--- src/rtl/crt_pkg.sv ---
// rtl/crt_pkg.sv - shared state encoding and default sizing for the blanking-window scheduler.
package crt_pkg;

  localparam int CRT_N_REQ    = 4;
  localparam int CRT_YW       = 10;
  localparam int CRT_MAX_HOLD = 255;
  localparam int CRT_FCW      = 16;

  typedef enum logic [1:0] {
    ST_IDLE = 2'd0,
    ST_ARB  = 2'd1,
    ST_BUSY = 2'd2
  } crt_state_e;

endpackage

--- src/rtl/crt_rr_pick.sv ---
// rtl/crt_rr_pick.sv - combinational rotate-priority picker: first set request at or after ptr.
module crt_rr_pick #(
  parameter int N_REQ = 4,
  parameter int IW    = 2
) (
  input  logic [N_REQ-1:0] req,
  input  logic [IW-1:0]    ptr,
  output logic [N_REQ-1:0] onehot,
  output logic [IW-1:0]    index,
  output logic             any
);

  logic [IW-1:0] cand;

  // Scan from lowest to highest priority so the last hit is the winner.
  always_comb begin
    onehot = '0;
    index  = '0;
    any    = 1'b0;
    cand   = '0;
    for (int i = N_REQ - 1; i >= 0; i--) begin
      cand = IW'((int'(ptr) + i) % N_REQ);
      if (req[cand]) begin
        onehot       = '0;
        onehot[cand] = 1'b1;
        index        = cand;
        any          = 1'b1;
      end
    end
  end

endmodule

--- src/rtl/crt_blank_scheduler.sv ---
// rtl/crt_blank_scheduler.sv - grants the shared object-update port round-robin, only while the
// CRT is in vertical blanking; also tracks frames, forced releases and missed requesters.
module crt_blank_scheduler
  import crt_pkg::*;
#(
  parameter int N_REQ    = CRT_N_REQ,
  parameter int YW       = CRT_YW,
  parameter int MAX_HOLD = CRT_MAX_HOLD,
  parameter int FCW      = CRT_FCW
) (
  input  logic             clock,
  input  logic             reset,
  input  logic [YW-1:0]    Yresolution,
  input  logic [YW-1:0]    yposition,
  input  logic [N_REQ-1:0] req,
  input  logic [N_REQ-1:0] done,
  input  logic             clr_missed,
  output logic [N_REQ-1:0] grant,
  output logic             in_blank,
  output logic             frame_tick,
  output logic [FCW-1:0]   frame_count,
  output logic             timeout,
  output logic [N_REQ-1:0] missed
);

  localparam int IW = (N_REQ > 1) ? $clog2(N_REQ) : 1;
  localparam int CW = $clog2(MAX_HOLD + 1);

  crt_state_e       state_q, state_d;
  logic [N_REQ-1:0] grant_q, grant_d;
  logic [IW-1:0]    ptr_q, ptr_d;
  logic [CW-1:0]    cnt_q, cnt_d;
  logic             in_blank_q, in_blank_d;
  logic             frame_tick_q, frame_tick_d;
  logic [FCW-1:0]   frame_count_q, frame_count_d;
  logic             timeout_q, timeout_d;
  logic [N_REQ-1:0] missed_q, missed_d;

  logic             blank_now;
  logic             window_close;
  logic [N_REQ-1:0] pick_onehot;
  logic [IW-1:0]    pick_idx;
  logic             pick_any;

  crt_rr_pick #(
    .N_REQ (N_REQ),
    .IW    (IW)
  ) u_pick (
    .req    (req),
    .ptr    (ptr_q),
    .onehot (pick_onehot),
    .index  (pick_idx),
    .any    (pick_any)
  );

  // Blanking detect, frame counting and missed-request bookkeeping.
  always_comb begin
    blank_now     = (yposition >= Yresolution);
    window_close  = ~blank_now & in_blank_q;
    in_blank_d    = blank_now;
    frame_tick_d  = blank_now & ~in_blank_q;
    frame_count_d = frame_tick_d ? frame_count_q + FCW'(1) : frame_count_q;
    missed_d      = (clr_missed ? '0 : missed_q) | (window_close ? (req & ~grant_q) : '0);
  end

  always_comb begin
    state_d   = state_q;
    grant_d   = grant_q;
    ptr_d     = ptr_q;
    cnt_d     = cnt_q;
    timeout_d = 1'b0;
    unique case (state_q)
      ST_IDLE: begin
        grant_d = '0;
        if (in_blank_q && |req) state_d = ST_ARB;
      end
      ST_ARB: begin
        if (pick_any) begin
          grant_d = pick_onehot;
          ptr_d   = (pick_idx == IW'(N_REQ - 1)) ? '0 : pick_idx + IW'(1);
          cnt_d   = '0;
          state_d = ST_BUSY;
        end else begin
          state_d = ST_IDLE;
        end
      end
      ST_BUSY: begin
        cnt_d = cnt_q + CW'(1);
        // A release strobe on the final hold cycle is a normal release, not a timeout.
        if (|(done & grant_q)) begin
          grant_d = '0;
          state_d = ST_IDLE;
        end else if (cnt_d == CW'(MAX_HOLD)) begin
          grant_d   = '0;
          timeout_d = 1'b1;
          state_d   = ST_IDLE;
        end
      end
      default: begin
        grant_d = '0;
        state_d = ST_IDLE;
      end
    endcase
  end

  always_ff @(posedge clock or negedge reset) begin
    if (!reset) begin
      state_q       <= ST_IDLE;
      grant_q       <= '0;
      ptr_q         <= '0;
      cnt_q         <= '0;
      in_blank_q    <= 1'b0;
      frame_tick_q  <= 1'b0;
      frame_count_q <= '0;
      timeout_q     <= 1'b0;
      missed_q      <= '0;
    end else begin
      state_q       <= state_d;
      grant_q       <= grant_d;
      ptr_q         <= ptr_d;
      cnt_q         <= cnt_d;
      in_blank_q    <= in_blank_d;
      frame_tick_q  <= frame_tick_d;
      frame_count_q <= frame_count_d;
      timeout_q     <= timeout_d;
      missed_q      <= missed_d;
    end
  end

  assign grant       = grant_q;
  assign in_blank    = in_blank_q;
  assign frame_tick  = frame_tick_q;
  assign frame_count = frame_count_q;
  assign timeout     = timeout_q;
  assign missed      = missed_q;

endmodule

--- config.mk ---
export PLATFORM = sky130hd
export DESIGN_NAME = crt_blank_scheduler
export DESIGN_NICKNAME = d
export VERILOG_FILES = /design/src/rtl/crt_pkg.sv /design/src/rtl/crt_rr_pick.sv /design/src/rtl/crt_blank_scheduler.sv
export SDC_FILE = /design/constraint.sdc
export NUM_CORES = 1
export LEC_CHECK = 0
export BUFFER_PORTS_ARGS = -buffer_cell sky130_fd_sc_hd__buf_4
export CAP_MARGIN = 10
export CORE_ASPECT_RATIO = 0.7
export CORE_MARGIN = 2
export CORE_UTILIZATION = 56
export CTS_CLUSTER_SIZE = 20
export DETAILED_ROUTE_END_ITERATION = 6
export PLACE_DENSITY_LB_ADDON = 0.12
export SKIP_CTS_REPAIR_TIMING = 1
export SLEW_MARGIN = 20
export SYNTH_ARGS = -nofsm -noshare
export SYNTH_HDL_FRONTEND = slang
export SYNTH_SLANG_ARGS = --single-unit
--- constraint.sdc ---
create_clock -name clock -period 4.87 [get_ports clock]
set_input_delay 0.2435 -clock clock [delete_from_list [all_inputs] [get_ports clock]]
set_output_delay 0.2435 -clock clock [all_outputs]
set_load 0.02 [all_outputs]
# Word-level counts from Yosys, hierarchy flattened

Index checks and enable logic that the tools add are counted.
Widths: inputs -> output; s select.

Bitwise operators: 8
Muxes and demuxes: 45
Order comparisons: 9
Reduce and logical (&&, ||, !) cells: 13
Eq/ne operators: 7
$add $sub $neg: 6

Operator list:

| cell                  | number |
|---|---|
| $mux 4                | 9 |
| $mux 2                | 9 |
| $add 16x1->16 const B | 1 |
| $pmux 8 s2            | 1 |
| $mux 1                | 15 |
| $lt 2x3->1 const B    | 4 |
| $ge 10x10->1          | 1 |
| $add 8x1->8 const B   | 1 |
| $and 4x4->4           | 2 |
| $bmux 1 s2            | 4 |
| $demux 1 s2           | 4 |
| $eq 8x8->1 const B    | 1 |
| $ge 2x1->1 const B    | 4 |
| $mux 8                | 1 |
| $pmux 4 s2            | 1 |
| $reduce_and 2->1      | 4 |
| $reduce_or 4->1       | 2 |
| $pmux 2 s3            | 1 |
| $logic_and 1x1->1     | 5 |
| $add 2x1->2 const B   | 2 |
| $add 2x2->2 const B   | 2 |
| $eq 2x2->1 const B    | 2 |
| $ne 2x2->1 const B    | 2 |
| $not 4->4             | 1 |
| other kinds (7)       | 9 |

Word-level logic and storage cells: 97
Input port bits: 31
Register bits after elaboration: 39
Output and inout port bits: 27

# Longest topological paths before layout

Word-level depth: 11
Gate-level depth with buffers: 10
Mapped depth without buffers: 9

# Cells and area by module

Synthesis repeated with hierarchy kept, for this count alone.

Cells, all modules: 278
Area, all modules: 2,683.8 sq um

By module, submodules not included:

| module              | sequential area each (sq um) | instances | area an instance (sq um) | cells an instance |
|---|---|---|---|---|
| crt_blank_scheduler | 975.9                        | 1         | 2,174.6                  | 217 |
| crt_rr_pick         | 0.0                          | 1         | 509.2                    | 61 |

# Worst setup path after synthesis

OpenSTA, ideal clock, no wires.

Kind: flip-flop to flip-flop
Start point: register ptr_q[0]
End point: register ptr_q[1]
Period minus slack after synthesis: 2.013 ns
Stages on the path, launching flop included: 10
Setup slack: 2.857 ns
Data required time: 4.731 ns
Buffers on the path: 2
Arrival time: 1.873 ns
Library setup time: 0.139 ns
Cell sequence: dfrtp_1 -> buf_6 -> inv_1 -> ha_1 -> buf_4 -> mux2_2 -> nor2_2 -> a2bb2oi_2 -> xnor2_1 -> a22oi_2

Longest elaborated chain between the ends: 9
Elaborated cells between the ends (all ways): 23
Classes of those cells: 4 x add/sub; 1 x eq/ne; 17 x mux; 1 x reduce/logical

Ends and longest elaborated chain:

| item                                             | RTL line                   | text |
|---|---|---|
| start: declaration                               | crt_blank_scheduler.sv:31  | `logic [IW-1:0] ptr_q, ptr_d;` |
| start signal: assignment                         | crt_blank_scheduler.sv:120 | `ptr_q <= ptr_d;` |
| $add 2x2->2                                      | crt_rr_pick.sv:22          | `cand = IW'((int'(ptr) + i) % N_REQ);` |
| $bmux 1 s2                                       | crt_rr_pick.sv:23          | `if (req[cand]) begin` |
| $mux 1 (implied by the code)                     | crt_rr_pick.sv:23          |  |
| $mux 2 (4 in a row)                              | crt_rr_pick.sv:23          |  |
| $add 2x1->2 / $eq 2x2->1 (equally long branches) | crt_blank_scheduler.sv:80  | `ptr_d = (pick_idx == IW'(N_REQ - 1)) ? '0 : pick_idx + IW'(1);` |
| $mux 2                                           | crt_blank_scheduler.sv:80  |  |

Parallel ways exist; a longest one is shown, timed or not. The select of a mux whose other input is x is not followed.
A chain may end at the register's enable or synchronous reset.

# Final worst setup path

Ends and elaborated chain as after synthesis.

==> metrics.cfg <==
[status]
status = complete, no violations

[grt]
grt_max_degree = 40
grt_pass1_vias = 2064
overflow = 0
grt_pass1_wl_um = 9540
grt_usage = 0.245
antenna_found_initial = 0

[critical_path]
crit_path_max_incr_delay_ns = 0.62
worstPathRequired_ns = 5.04
worstSetupEndpointType = flop
worstPathArrival_ns = 2.60
r2r-start = ptr_q[0]
cp-start-kind = flop
crit_path_start = ptr_q[0]
crit_buf_inv = 1
cp_num_cells = 7
critical-path-top-delay-family = flip-flops
cp_max_fo = 12
crit_chain = inv_1 -> ha_1 -> mux2_2 -> nor2_2 -> a2bb2oi_2 -> xnor2_1 -> a22oi_2
crit_slowest_cell = dfrtp_1
criticalPathCategory = reg2reg
r2r_cells = 7
rrSetupSlack_ns = 2.44

[detailed_routing]
drt_iter0_markers = 159
vias = 2149
wl_per_cell_um = 15.1
drc_errors = 0
routed_wl_um = 5510
vias_per_cell = 5.90
antenna_left = 0
firstDrtPassIters = 4

[die]
dieHeight_um = 59.3
die_w_um = 83.0
num_rows = 20
ios = 58
initial_core_util = 0.572
core_um2 = 4280
dieArea_um2 = 4920

[flow_run]
cap_violations = 0

[sta]
finalCriticalPeriod_ns = 2.43
setup_tns_ns = 0
skew_ns = 0.0109
relSlewSlack = 0.486
report.final.slew_viol_count = 0
fmaxAchievable_mhz = 412
rsz0062_at_grt = no
setup_viol_count_final = 0
timing.final.crit_share = 0.498
hold_viol = 0
worst_pin_slew_ns = 0.771

[yosys]
ys_ff_latch = 39
synth_xor_xnor_area_share = 0.0645
synth_warnings = 0
synth.distinct_cells = 47
synth_compound_area_frac = 0.172
synth_edf_count = 0
synth_top_family_by_area = compound AO/OA/AOI/OAI gates
ys.flop_type = dfrtp_1
synth-adder-area-share = 0.107
synthArstFlopShare = 1.00
ys_seq_area_frac = 0.399
syn_inst = 249
syn_avg_cell_area_um2 = 9.82
netlist_area_um2 = 2450
muxShareOfSynthArea = 0.0399
syn-num-nets = 301
synthSimpleGateAreaFrac = 0.165

[power_and_ir_drop]
power.leakage_nw = 1.44
peakVddDrop_mv = 0.273
total_power_mw = 1.35
cellPowerDensity_nw_per_um2 = 448

[layout]
syn2layout_area_growth_pct = 22.8
layout.cells.most_common_list = buf_4, dfrtp_1, inv_1
diodes = 0
fin_nets = 360
stdcell_area_um2 = 3000
final_common_cell = buf_4
drive_above_1_share = 0.246

[clock_network]
cts_tree = done
max-clock-path-buffers = 2
clockRootBuffer = clkbuf_8
cts_inserted_buffers = 5
path_clk_slew_ns = 0.09
cts.htree.levels = 2
insertion_delay_ns = 0.30
cts_sinks = 39

[placed_design]
port_buffers = 57
placed_area_um2 = 2900
place.gp.congestion = 0.896
hpwl_um = 4120

[min_path]
hold_depth = 2
holdCritPathClass = in2reg
worstHoldStart = clr_missed

state kept, by name (all words and copies together) (netlist names):
register,count
cnt_q,8
frame_tick,1
timeout,1
missed,4
grant,4
in_blank,1
frame_count,16
state_q,2
ptr_q,2
logic make-up after synthesis:
kind of cell,Yosys count
compound gates,56
xor+xnor,18
fa+ha+maj,21
buf+inv,29
flops,39
mux,8
simple gates,78
worst reg2reg max path, delay by kind of cell, from the launching register on:
| family | cells | cell delay [ns] |
|---|---|---|
| xor gates and xnor gates | 1 | 0.16 |
| muxes | 1 | 0.38 |
| and+or+nand+nor | 1 | 0.14 |
| buffers and inverters | 1 | 0.27 |
| AOI/OAI and AO/OA | 2 | 0.25 |
| adders and majority gates | 1 | 0.47 |
| DFF | 1 | 0.62 |
metal layers:
| layer | global-route usage | vias to the layer above | part of all wire |
|---|---|---|---|
| met5 | 0 | - | 0 |
| met4 | 0.0679 | 0 | 0.015 |
| met3 | 0.0724 | 13 | 0.066 |
| met2 | 0.401 | 73 | 0.48 |
| met1 | 0.323 | 1046 | 0.44 |
| li1 | - | 1017 | - |
worst paths after layout:
path                                    to
max in group asynchronous         in_blank
hold reg to reg            frame_count[15]
setup / recovery                  ptr_q[1]
hold / removal                   missed[3]
setup reg to reg                  ptr_q[1]
min in group asynchronous   frame_count[3]
synth_stat cells, types with 2 or more instances:
cell | instances | area [um^2]
nand2_1 | 22 | 82.6
a31oi_1 | 2 | 12.5
and3_1 | 6 | 37.5
dfrtp_1 | 39 | 976
nand3_1 | 13 | 65.1
clkbuf_1 | 3 | 11.3
nor2b_1 | 2 | 12.5
and2_1 | 3 | 18.8
xnor2_1 | 16 | 140
mux2_2 | 4 | 45.0
a221oi_1 | 5 | 43.8
o221ai_1 | 4 | 35.0
o2bb2ai_1 | 4 | 35.0
a21oi_1 | 2 | 10.0
ha_1 | 21 | 263
o21a_1 | 2 | 15.0
o22ai_1 | 2 | 12.5
o32ai_1 | 4 | 35.0
inv_1 | 23 | 86.3
a211oi_1 | 3 | 22.5
nand2b_1 | 6 | 37.5
nand4_1 | 8 | 50.1
buf_6 | 2 | 22.5
o21ai_1 | 2 | 10.0
xor2_1 | 2 | 17.5
mux2i_1 | 3 | 30.0
o21ai_0 | 17 | 85.1
nor2_1 | 10 | 37.5
through the flow:
step	setup slack, ns	utilization	hold slack (ns)	cells
3_3_place_gp	2.58	0.678	0.243	355
3_5_place_dp	2.50	0.678	0.244	355
6_report	2.44	0.702	0.147	364
4_1_cts	2.49	0.700	-0.0863	363
2_1_floorplan	2.86	-	-0.0521	249
5_1_grt	2.31	0.702	0.146	364
cell type report:
type / count / area [um^2]
multi-input cells: 181 / 1340
fillers: 340 / 1270
flip-flops and latches: 39 / 976
repair buffers: 58 / 438
inverters: 23 / 86.3
clock buffers: 5 / 68.8
well taps: 55 / 68.8
clock inverters: 3 / 23.8
where the power goes:
part	leakage, nW	internal (mW)	switching [mW]
clock	0.0408	0.102	0.128
combinational	0.876	0.262	0.357
sequential	0.519	0.392	0.104
total	1.44	0.757	0.589
Note: power is estimated with default switching activity, not from simulation.
